`config.mk`:
```
export PLATFORM = sky130hd
export DESIGN_NAME = colour_pattern_gen_flat
export DESIGN_NICKNAME = d
export VERILOG_FILES = /design/src/rtl/colour_pattern_gen_if.sv /design/src/rtl/colour_pattern_gen.sv /design/src/flat_wrapper.sv
export SDC_FILE = /design/constraint.sdc
export NUM_CORES = 1
export LEC_CHECK = 0
export ABC_AREA = 1
export CAP_MARGIN = 20
export CORE_MARGIN = 2
export CORE_UTILIZATION = 51
export CTS_CLUSTER_DIAMETER = 150
export DETAILED_ROUTE_END_ITERATION = 10
export PLACE_DENSITY_LB_ADDON = 0.25
export SYNTH_ARGS = -nofsm -noshare
export SYNTH_HDL_FRONTEND = slang
export SYNTH_SLANG_ARGS = --single-unit
```
`constraint.sdc`:
```
create_clock -name CLK -period 3.18 [get_ports CLK]
set_clock_uncertainty 0.15 [all_clocks]
set_input_delay 0.318 -clock CLK [delete_from_list [all_inputs] [get_ports CLK]]
set_output_delay 0.318 -clock CLK [all_outputs]
set_load 0.02 [all_outputs]
```
`src/rtl/colour_pattern_gen_if.sv`:
```
// colour_pattern_gen_if: pixel address/control from the VGA side and the colour/frame-tick response
interface colour_pattern_gen_if;
  logic [9:0] ADDRESS_H;
  logic [8:0] ADDRESS_V;
  logic [1:0] MODE;
  logic [11:0] BASE_COLOUR;
  logic FREEZE;
  logic [11:0] COLOUR_OUT;
  logic FRAME_TICK;
  modport master (output ADDRESS_H, ADDRESS_V, MODE, BASE_COLOUR, FREEZE, input COLOUR_OUT, FRAME_TICK);
  modport slave (input ADDRESS_H, ADDRESS_V, MODE, BASE_COLOUR, FREEZE, output COLOUR_OUT, FRAME_TICK);
endinterface

```
`src/rtl/colour_pattern_gen.sv`:
```
// colour_pattern_gen: hue-cycling four-mode VGA test-pattern source; define BORDER_EN for a white frame border
module colour_pattern_gen #(
  parameter int CYCLE_FRAMES = 60,
  parameter int V_PIX = 480,
  parameter int H_PIX = 640
) (
  input logic CLK,
  input logic RESET,
  colour_pattern_gen_if.slave bus
);
  localparam int CW = $clog2(CYCLE_FRAMES + 1);
  typedef enum logic [2:0] {S_R, S_RG, S_G, S_GB, S_B, S_BR} hue_t;
  hue_t hue, hue_nx;
  logic [CW-1:0] frame_cnt;
  logic [8:0] v_prev;
  logic [1:0] mode_q;
  logic tick_q, last, step;
  logic [11:0] fg, pat, pix, colour_q;
  assign last = frame_cnt == CW'(CYCLE_FRAMES - 1);
  assign step = tick_q && !bus.FREEZE && last;
  always_comb begin
    hue_nx = hue;
    fg = 12'hF00;
    case (hue)
      S_R: begin fg = 12'hF00; hue_nx = step ? S_RG : S_R; end
      S_RG: begin fg = 12'hFF0; hue_nx = step ? S_G : S_RG; end
      S_G: begin fg = 12'h0F0; hue_nx = step ? S_GB : S_G; end
      S_GB: begin fg = 12'h0FF; hue_nx = step ? S_B : S_GB; end
      S_B: begin fg = 12'h00F; hue_nx = step ? S_BR : S_B; end
      S_BR: begin fg = 12'hF0F; hue_nx = step ? S_R : S_BR; end
      default: hue_nx = S_R;
    endcase
  end
  always_comb begin
    pat = mode_q == 2'd0 ? fg :
          mode_q == 2'd1 ? ((bus.ADDRESS_H[5] ^ bus.ADDRESS_V[5]) ? fg : bus.BASE_COLOUR) :
          mode_q == 2'd2 ? (bus.ADDRESS_H[6] ? fg : bus.BASE_COLOUR) :
          {bus.ADDRESS_H[9:6], bus.ADDRESS_V[8:5], fg[3:0]};
`ifdef BORDER_EN
    pix = (bus.ADDRESS_H == 10'd0 || bus.ADDRESS_H == 10'(H_PIX - 1) ||
           bus.ADDRESS_V == 9'd0 || bus.ADDRESS_V == 9'(V_PIX - 1)) ? 12'hFFF : pat;
`else
    pix = pat;
`endif
  end
`ifndef BORDER_EN
  logic unused_ok;
  assign unused_ok = &{1'b0, bus.ADDRESS_H[4:0], 10'(H_PIX)};
`endif
  always_ff @(posedge CLK) begin
    if (!RESET) begin
      hue <= S_R;
      frame_cnt <= '0;
      v_prev <= '0;
      mode_q <= '0;
      tick_q <= 1'b0;
      colour_q <= '0;
    end else begin
      hue <= hue_nx;
      v_prev <= bus.ADDRESS_V;
      tick_q <= v_prev == 9'(V_PIX - 1) && bus.ADDRESS_V == 9'd0;
      colour_q <= pix;
      if (tick_q) mode_q <= bus.MODE;
      if (tick_q && !bus.FREEZE) frame_cnt <= last ? '0 : frame_cnt + 1'b1;
    end
  end
  assign bus.COLOUR_OUT = colour_q;
  assign bus.FRAME_TICK = tick_q;
endmodule

```
`src/flat_wrapper.sv`:
```
// flat-port wrapper written by rule: the top's interface ports become plain ports
module colour_pattern_gen_flat 
#(
  parameter int CYCLE_FRAMES = 60,
  parameter int V_PIX = 480,
  parameter int H_PIX = 640
)
  (CLK, RESET, bus_ADDRESS_H, bus_ADDRESS_V, bus_MODE, bus_BASE_COLOUR, bus_FREEZE, bus_COLOUR_OUT, bus_FRAME_TICK);
  colour_pattern_gen_if bus_i ();
  input logic CLK;
  input logic RESET;
  input wire logic [$bits(bus_i.ADDRESS_H)-1:0] bus_ADDRESS_H;
  input wire logic [$bits(bus_i.ADDRESS_V)-1:0] bus_ADDRESS_V;
  input wire logic [$bits(bus_i.MODE)-1:0] bus_MODE;
  input wire logic [$bits(bus_i.BASE_COLOUR)-1:0] bus_BASE_COLOUR;
  input wire logic [$bits(bus_i.FREEZE)-1:0] bus_FREEZE;
  output wire logic [$bits(bus_i.COLOUR_OUT)-1:0] bus_COLOUR_OUT;
  output wire logic [$bits(bus_i.FRAME_TICK)-1:0] bus_FRAME_TICK;
  assign bus_i.ADDRESS_H = bus_ADDRESS_H;
  assign bus_i.ADDRESS_V = bus_ADDRESS_V;
  assign bus_i.MODE = bus_MODE;
  assign bus_i.BASE_COLOUR = bus_BASE_COLOUR;
  assign bus_i.FREEZE = bus_FREEZE;
  assign bus_COLOUR_OUT = bus_i.COLOUR_OUT;
  assign bus_FRAME_TICK = bus_i.FRAME_TICK;
  colour_pattern_gen #(.CYCLE_FRAMES(CYCLE_FRAMES), .V_PIX(V_PIX), .H_PIX(H_PIX)) u_core (.CLK(CLK), .RESET(RESET), .bus(bus_i));
endmodule
```
==> After elaboration in Yosys (flattened, before gate mapping) <==
Cells that the tools add are included.
{ "totals": {"elab_cells": 38, "output_inout_bits": 13, "register_bits": 33, "in_bits": 36} }
{ "classes": {"eq_ne": 9, "reduce_logical": 7, "bitwise_logic": 1, "n_mux": 14, "add_sub_neg": 1} }
{ "ops": {"columns": ["cell", "count"], "rows": [
  ["$mux 12", 5],
  ["$pmux 12 s5", 1],
  ["$pmux 3 s6", 1],
  ["$eq 9x9->1 const B", 1],
  ["$logic_not 9->1", 1],
  ["$add 6x1->6 const B", 1],
  ["$eq 3x2->1 const B", 2],
  ["$eq 3x3->1 const B", 2],
  ["$eq 6x6->1 const B", 1],
  ["$mux 3", 2],
  ["$mux 6", 1],
  ["$eq 3x1->1 const B", 1],
  ["$logic_and 1x1->1", 3],
  ["$logic_not 3->1", 1],
  ["$mux 1", 3],
  ["$eq 2x1->1 const B", 1],
  ["$eq 2x2->1 const B", 1],
  ["$logic_not 2->1", 1],
  ["$mux 2", 1],
  ["$logic_not 1->1", 1],
  ["$xor 1x1->1", 1]
]} }

==> Logic depth before layout (Yosys ltp) <==
Gate-level depths: netlist (run 1).
{ "depth": {"depth_word": 6, "ltp_mapped": 10, "depth_no_buf": 10} }

==> Worst setup path after synthesis (run 1) <==
No wires, ideal clock.
{ "synth_timing": {"kind": "reg-to-reg", "startpoint": "register u_core.hue[1]", "endpoint": "register u_core.colour_q[11], in the netlist u_core.bus.COLOUR_OUT[11]", "setup_ns": 0.110, "t_arrival_ns": 1.294, "n_path_buf": 0, "required_ns": 2.920, "period_less_slack_ns": 1.554, "stages_incl_launch_ff": 11, "path_slack_ns": 1.626, "path_cell_list": "dfxtp_1 inv_2 ha_1 inv_1 nand2_1 nand2_1 o21ai_0 nand2_1 nand3_1 nand2_1 inv_1"} }
{ "synth_via": {"elab_chain_len": 6, "word_cells_on_any_way": 11, "cone_classes": "eq/ne: 5; mux: 6"} }
{ "synth_rtl": {"columns": ["item", "line_no", "rtl"], "rows": [
  ["start, declared", "colour_pattern_gen.sv:13", "hue_t hue, hue_nx;"],
  ["start signal, assigned", "colour_pattern_gen.sv:59", "hue <= hue_nx;"],
  ["$eq 3x3->1, or another cell as far along", "colour_pattern_gen.sv:24", "case (hue)"],
  ["$pmux 12 s5 (*)", "colour_pattern_gen.sv:24", null],
  ["$mux 12 (2 in series)", "colour_pattern_gen.sv:37", "mode_q == 2'd2 ? (bus.ADDRESS_H[6] ? fg : bus.BASE_COLOUR) :"],
  ["$mux 12", "colour_pattern_gen.sv:36", "mode_q == 2'd1 ? ((bus.ADDRESS_H[5] ^ bus.ADDRESS_V[5]) ? fg : bus.BASE_COLOUR) :"],
  ["$mux 12 (*)", "colour_pattern_gen.sv:35", "pat = mode_q == 2'd0 ? fg :"],
  ["end signal, assigned", "colour_pattern_gen.sv:62", "colour_q <= pix;"],
  ["end, declared", "colour_pattern_gen.sv:18", "logic [11:0] fg, pat, pix, colour_q;"]
]} }
Every way passes the cells marked *; elsewhere a longest branch is shown, timed or not.
A chain may end at the register's enable or synchronous reset.

==> Worst setup path in the final report (run 1) <==
{ "layout_timing": {"startpoint": "register u_core.tick_q, in the netlist u_core.bus.FRAME_TICK", "endpoint": "output port bus_FRAME_TICK"} }
{ "layout_lines": {"columns": ["item", "line_no", "rtl"], "rows": [
  ["start, declared", "colour_pattern_gen.sv:17", "logic tick_q, last, step;"],
  ["start signal, assigned", "colour_pattern_gen.sv:56", "tick_q <= 1'b0;"],
  ["start signal, assigned", "colour_pattern_gen.sv:61", "tick_q <= v_prev == 9'(V_PIX - 1) && bus.ADDRESS_V == 9'd0;"],
  ["end, declared", "flat_wrapper.sv:18", "output wire logic [$bits(bus_i.FRAME_TICK)-1:0] bus_FRAME_TICK;"]
]} }
No word-level cell between the ends.

==> results.toml, run 1 <==
[route]
via_per_inst = 4.952
dr.pass1.iters = 4
drt_iter0_drc = 127
drt-total-wl_mm = 3.968
via_count = 1743
antenna_left = 0
wl_per_cell_um = 11.27
drcViolationCount = 0

[power]
switching_power_w = 0.0001815
internal_power_w = 0.0006580
p_clk_frac = 0.387
total_power_w = 0.0008395
ir_worst_vdd_mv = 0.2745
seq_power_share = 0.505
switching_share = 0.2162
power_density_mw_per_mm2 = 368.9
leakage_nw = 1.024
combPwrFrac = 0.108

[floorplan]
io_pins = 49
die_y_um = 62.17
rows = 21
start_util = 0.5253
fp.dieArea_mm2 = 0.003864
die_w_um = 62.17
coreArea_mm2 = 0.003284

[setup_path]
critPathKind = "reg2out"
required_ns = 2.71
path_buf_inv = 1
end_kind = "output pin"
cp.arrival_ns = 1.32
crit_chain = "clkdlybuf4s50_1"
startpoint_type = "flip-flop"
slowest_delay_ns = 0.61
critical-path-top-delay-family = "buffers and inverters"
slowest_stage = "clkdlybuf4s50_1"
path_max_fanout = 3

[hold_path]
hold_class = "reg2reg"

[flow_run]
cap_violations = 0

[sta]
worstMarginPinSlew_ns = 0.5435
rsz0062_at_grt = "no"
drv_slew = 0
hold_viol = 0
fin_ws_ns = 1.395
fin_tns_setup_ns = 0
post-route-min-period_ns = 1.785
setup_viol = 0
finalCritPeriodShare = 0.5612
slew_headroom = 0.6372
fmax_mhz = 560.4

[cts]
clockRootBuffer = "clkbuf_4"
cts_tree = "done"
clk_latency_ns = 0.34
cts_max_path_buffers = 2
clkSinkCount = 33
cts_made_buffers = 5
clkTransAtPathRegs_ns = 0.10
post_cts_resized = 0
htreeDepth = 2
cts_hold_buffers = 0
cts_setup_buffers = 0

[grt]
grt_pass1_vias = 1703
grt.total_usage = 0.2267
grt_first_pass_wirelength_mm = 7.058
grt_max_degree = 17
gr-total-overflow = 0
antenna_found_initial = 0

[placed_design]
numPortBuffers = 43
pre_cts_slack_ns = 1.310
gp_congestion = 0.9111
place_area_mm2 = 0.002191
dp_hpwl_mm = 3.035

[synthesis]
synthMostInstantiatedCell = "nand2_1"
synth_area_leader_cell = "dfxtp_1"
synth_seq_cells = 33
ys.flop_type = "dfxtp_1"
synth_area_mm2 = 0.001725
netlist_instances = 258
synthTopCellsByArea = "dfxtp_1, nand2_1, inv_1, nand3_1, a21oi_1"
yosysTopAreaCellShare = 0.3829
synth.distinct_cells = 28
syn_avg_cell_area_um2 = 6.688
synth_seq_area_share = 0.3829
synth_edf_count = 0
async_flop_share = 0
synthTopCellsByCount = "nand2_1, inv_1, dfxtp_1, nand3_1, nor2_1"
yosys_warnings = 0
syn-num-nets = 298

[final_layout]
n_antenna_cell = 0
fin_nets = 345
design_area_mm2 = 0.002276
drive_gt1_frac = 0.08170
fillCellCount = 292
syn2layout_area_growth_pct = 31.91

[outcome]
status = "complete, no violations"
worst paths after layout:
kind         cells after the start  slack (ns)                        startpoint                                   end
max                              1        1.40  u_core.bus.FRAME_TICK$_SDFF_PN0_                        bus_FRAME_TICK
min                              2        0.31       u_core.v_prev[1]$_SDFF_PN0_      u_core.bus.FRAME_TICK$_SDFF_PN0_
max reg2reg                     10        1.44          u_core.hue[1]$_SDFF_PN0_  u_core.bus.COLOUR_OUT[11]$_SDFF_PN0_
min reg2reg                      2        0.31       u_core.v_prev[1]$_SDFF_PN0_      u_core.bus.FRAME_TICK$_SDFF_PN0_
power groups by stage:
stage          sequential (W)  clock [W]  combinational, W
6_report             0.000424   0.000325         0.0000905
2_1_floorplan        0.000437          0         0.0000302
3_5_place_dp         0.000433          0         0.0000902
4_1_cts              0.000424   0.000329         0.0000906
3_3_place_gp         0.000433          0         0.0000885
5_1_grt              0.000425   0.000350         0.0000999
state kept, by name, indices dropped and copies added, names as in the netlist:
name	cells
u_core.hue	3
u_core.mode_q	2
u_core.v_prev	9
u_core.frame_cnt	6
u_core.bus.COLOUR_OUT	12
u_core.bus.FRAME_TICK	1
placed cells by master, fill, tap and decap left out, types with 2 or more instances in the layout:
cell type        instances
nand2_1                 78
o21ai_0                 10
clkbuf_4                 5
inv_4                    2
nor3_1                   5
a31oi_1                  2
clkdlybuf4s50_1         43
nor2_1                  20
nor3b_1                  2
nand4_1                  2
o21ai_1                  2
inv_1                   34
nand2_2                  2
dfxtp_1                 33
nor4_1                   2
nor2_4                   2
a21oi_1                 18
ha_1                     4
inv_2                    7
nand3_1                 21
final cells by class:
class                      count  area (um2)  area share
inverter                      43       166.4     0.07312
clock inverter                 1       30.03     0.01319
tap                           46       57.56     0.02529
timing repair buffer          44       437.9      0.1924
sequential                    33       660.6      0.2903
clock buffer                   7       55.05     0.02419
multi-input combinational    178       868.3      0.3815
through the flow:
stage | std cells | util | hold WS, ns
4_1_cts | 352 | 0.6930 | 0.3134
5_1_grt | 352 | 0.6930 | 0.3279
3_3_place_gp | 344 | 0.6670 | 0.2822
2_1_floorplan | 258 | - | 0.2615
3_5_place_dp | 344 | 0.6670 | 0.2967
6_report | 352 | 0.6930 | 0.3106
metal layers:
metal | up-vias | share of wire | routed length, um | global-route usage
li1 | 908 | - | - | -
met1 | 776 | 0.46 | 1827 | 0.2711
met2 | 50 | 0.48 | 1893 | 0.3886
met3 | 9 | 0.047 | 185 | 0.05435
met4 | 0 | 0.016 | 62 | 0.09722
met5 | - | 0 | 0 | 0
kinds of logic (layout without fill, tap and decap cells):
| logic type | Yosys count | count (layout) | synth area share |
|---|---|---|---|
| simple gates | 138 | 138 | 0.3626 |
| buf+inv | 47 | 95 | 0.1139 |
| compound gates | 36 | 36 | 0.1117 |
| flops | 33 | 33 | 0.3829 |
| fa+ha+maj | 4 | 4 | 0.02901 |
Power figures use the tool's default switching activity.
==> inputs of run 2 (changes only) <==
--- a/config.mk
+++ b/config.mk
@@ -8,7 +8,7 @@
 export ABC_AREA = 1
 export CAP_MARGIN = 20
 export CORE_MARGIN = 2
-export CORE_UTILIZATION = 51
+export CORE_UTILIZATION = 47
 export CTS_CLUSTER_DIAMETER = 150
 export DETAILED_ROUTE_END_ITERATION = 10
 export PLACE_DENSITY_LB_ADDON = 0.25
==> constraint.sdc (replaced) <==
create_clock -name CLK -period 1.85 [get_ports CLK]
set_clock_uncertainty 0.15 [all_clocks]
set_input_delay 0.185 -clock CLK [delete_from_list [all_inputs] [get_ports CLK]]
set_output_delay 0.185 -clock CLK [all_outputs]
set_load 0.02 [all_outputs]
==> results.toml, run 2 (same netlist as run 1, synthesis figures left out) <==
[grt]
grt_pass1_vias = 1528
grt_max_degree = 16
grt.total_usage = 0.1963
gr-total-overflow = 0
grt_first_pass_wirelength_mm = 6.423
antenna_found_initial = 0

[final_layout]
final_common_cell = "nand2_1"
syn2layout_area_growth_pct = 35.03
drive_gt1_frac = 0.09416
final_cell_mix = "nand2_1, clkdlybuf4s50_1, inv_1"
largest_register_ffs = 12
fin_nets = 347
n_antenna_cell = 0

[floorplan]
die_y_um = 64.59
rows = 22
die_w_um = 64.59
start_util = 0.4785
io_pins = 49
coreArea_mm2 = 0.003606
fp.dieArea_mm2 = 0.004172

[power]
leakage_nw = 1.047
ir_worst_vdd_mv = 0.4746
power_density_mw_per_mm2 = 674.5

[setup_path]
cp.arrival_ns = 1.67
critPathKind = "reg2reg"
path_max_fanout = 7
startpoint_type = "flip-flop"
end_kind = "flip-flop"
required_ns = 1.88

[sta]
worstMarginPinSlew_ns = 0.4899
rsz0062_at_grt = "no"
hold_viol = 0
setup_viol = 0
finalCritPeriodShare = 0.8892
slew_headroom = 0.6729
fin_tns_setup_ns = 0
fmax_mhz = 607.9
holdWs_ns = 0.2958
drv_slew = 0
post-route-min-period_ns = 1.645

[hold_path]
hold_class = "reg2reg"

[flow_run]
cap_violations = 0

[cts]
htreeDepth = 2
clk_latency_ns = 0.28
clkSinkCount = 33
clockRootBuffer = "clkbuf_8"
cts_setup_buffers = 0
cts_tree = "done"
clkTransAtPathRegs_ns = 0.07
cts_made_buffers = 5
cts_max_path_buffers = 2

[route]
via_per_inst = 4.829
antenna_left = 0
wl_per_cell_um = 10.16
dr.pass1.iters = 4
drcViolationCount = 0
drt-total-wl_mm = 3.617
drt_iter0_drc = 86
via_count = 1719

[placed_design]
dp_hpwl_mm = 2.890
gp_congestion = 0.8493
numPortBuffers = 43

[outcome]
status = "complete, no violations"
run 2: changes by cell type in the layout (fill, tap and decap cells not counted):
cell / delta
buf_4: +2
clkinvlp_4: +1
dfxtp_1: -1
clkbuf_1: -1
clkbuf_4: -5
clkbuf_8: +5
dfxtp_2: +1
run 2: report_power, final:
group	internal, W	switching [W]
combinational	0.0000837	0.0000704
clock	0.000438	0.000251
sequential	0.000725	0.00000320
run 2: metrics by stage:
step	setup WS (ns)	area (um2)	instances	total power (W)	util
detailed placement	0.1246	2208	348	0.0008987	0.6124
floorplan	0.2964	1725	258	0.0008024	-
global route	0.05179	2330	356	0.001634	0.6461
finish	0.2049	2330	356	0.001571	0.6461
CTS	0.1549	2328	356	0.001585	0.6457
global placement	0.1424	2208	348	0.0008978	0.6124
run 2: path summary, 6_finish.rpt:
check	slack, ns	cells past startpoint	from	end
max reg2reg	0.20	10	u_core.hue[1]$_SDFF_PN0_	u_core.bus.COLOUR_OUT[11]$_SDFF_PN0_
min	0.30	2	u_core.v_prev[1]$_SDFF_PN0_	u_core.bus.FRAME_TICK$_SDFF_PN0_
min reg2reg	0.30	2	u_core.v_prev[1]$_SDFF_PN0_	u_core.bus.FRAME_TICK$_SDFF_PN0_
max	0.20	10	u_core.hue[1]$_SDFF_PN0_	u_core.bus.COLOUR_OUT[11]$_SDFF_PN0_
run 2: cell type report:
class | count | area [um2]
Inverter | 43 | 166.4
Tap cell | 48 | 60.06
Timing Repair Buffer | 46 | 452.9
Clock inverter | 2 | 37.54
Sequential cell | 33 | 661.9
Clock buffer | 6 | 82.58
Fill cell | 351 | 1276
Multi-Input combinational cell | 178 | 868.3
run 2: repair_timing:
action	in CTS	in global routing
gates resized for setup	0	1
endpoints found under the setup margin	0	4
hold buffers	0	0
run 2: critical path: stages, from the launching register on:
cell	delay (ns)
dfxtp_2	0.36
inv_2	0.08
ha_1	0.31
inv_1	0.10
nand2_1	0.11
nand2_1	0.14
o21ai_0	0.09
nand2_1	0.06
nand3_1	0.06
nand2_1	0.06
inv_1	0.04
run 2: per-layer routing:
metal	part of all wire	vias up	GRT usage
met2	0.47	42	0.3372
met1	0.47	755	0.2470
li1	-	918	-
met5	0	-	0
met3	0.050	4	0.03819
met4	0.012	0	0.06383
==> inputs of run 3 (changes only) <==
--- a/config.mk
+++ b/config.mk
@@ -11,6 +11,7 @@
 export CORE_UTILIZATION = 47
 export CTS_CLUSTER_DIAMETER = 150
 export DETAILED_ROUTE_END_ITERATION = 10
+export HOLD_SLACK_MARGIN = 0.1
 export PLACE_DENSITY_LB_ADDON = 0.25
 export SYNTH_ARGS = -nofsm -noshare
 export SYNTH_HDL_FRONTEND = slang
==> results of run 3 <==
The final DEF is identical to that of run 2; final timing and power are the same.
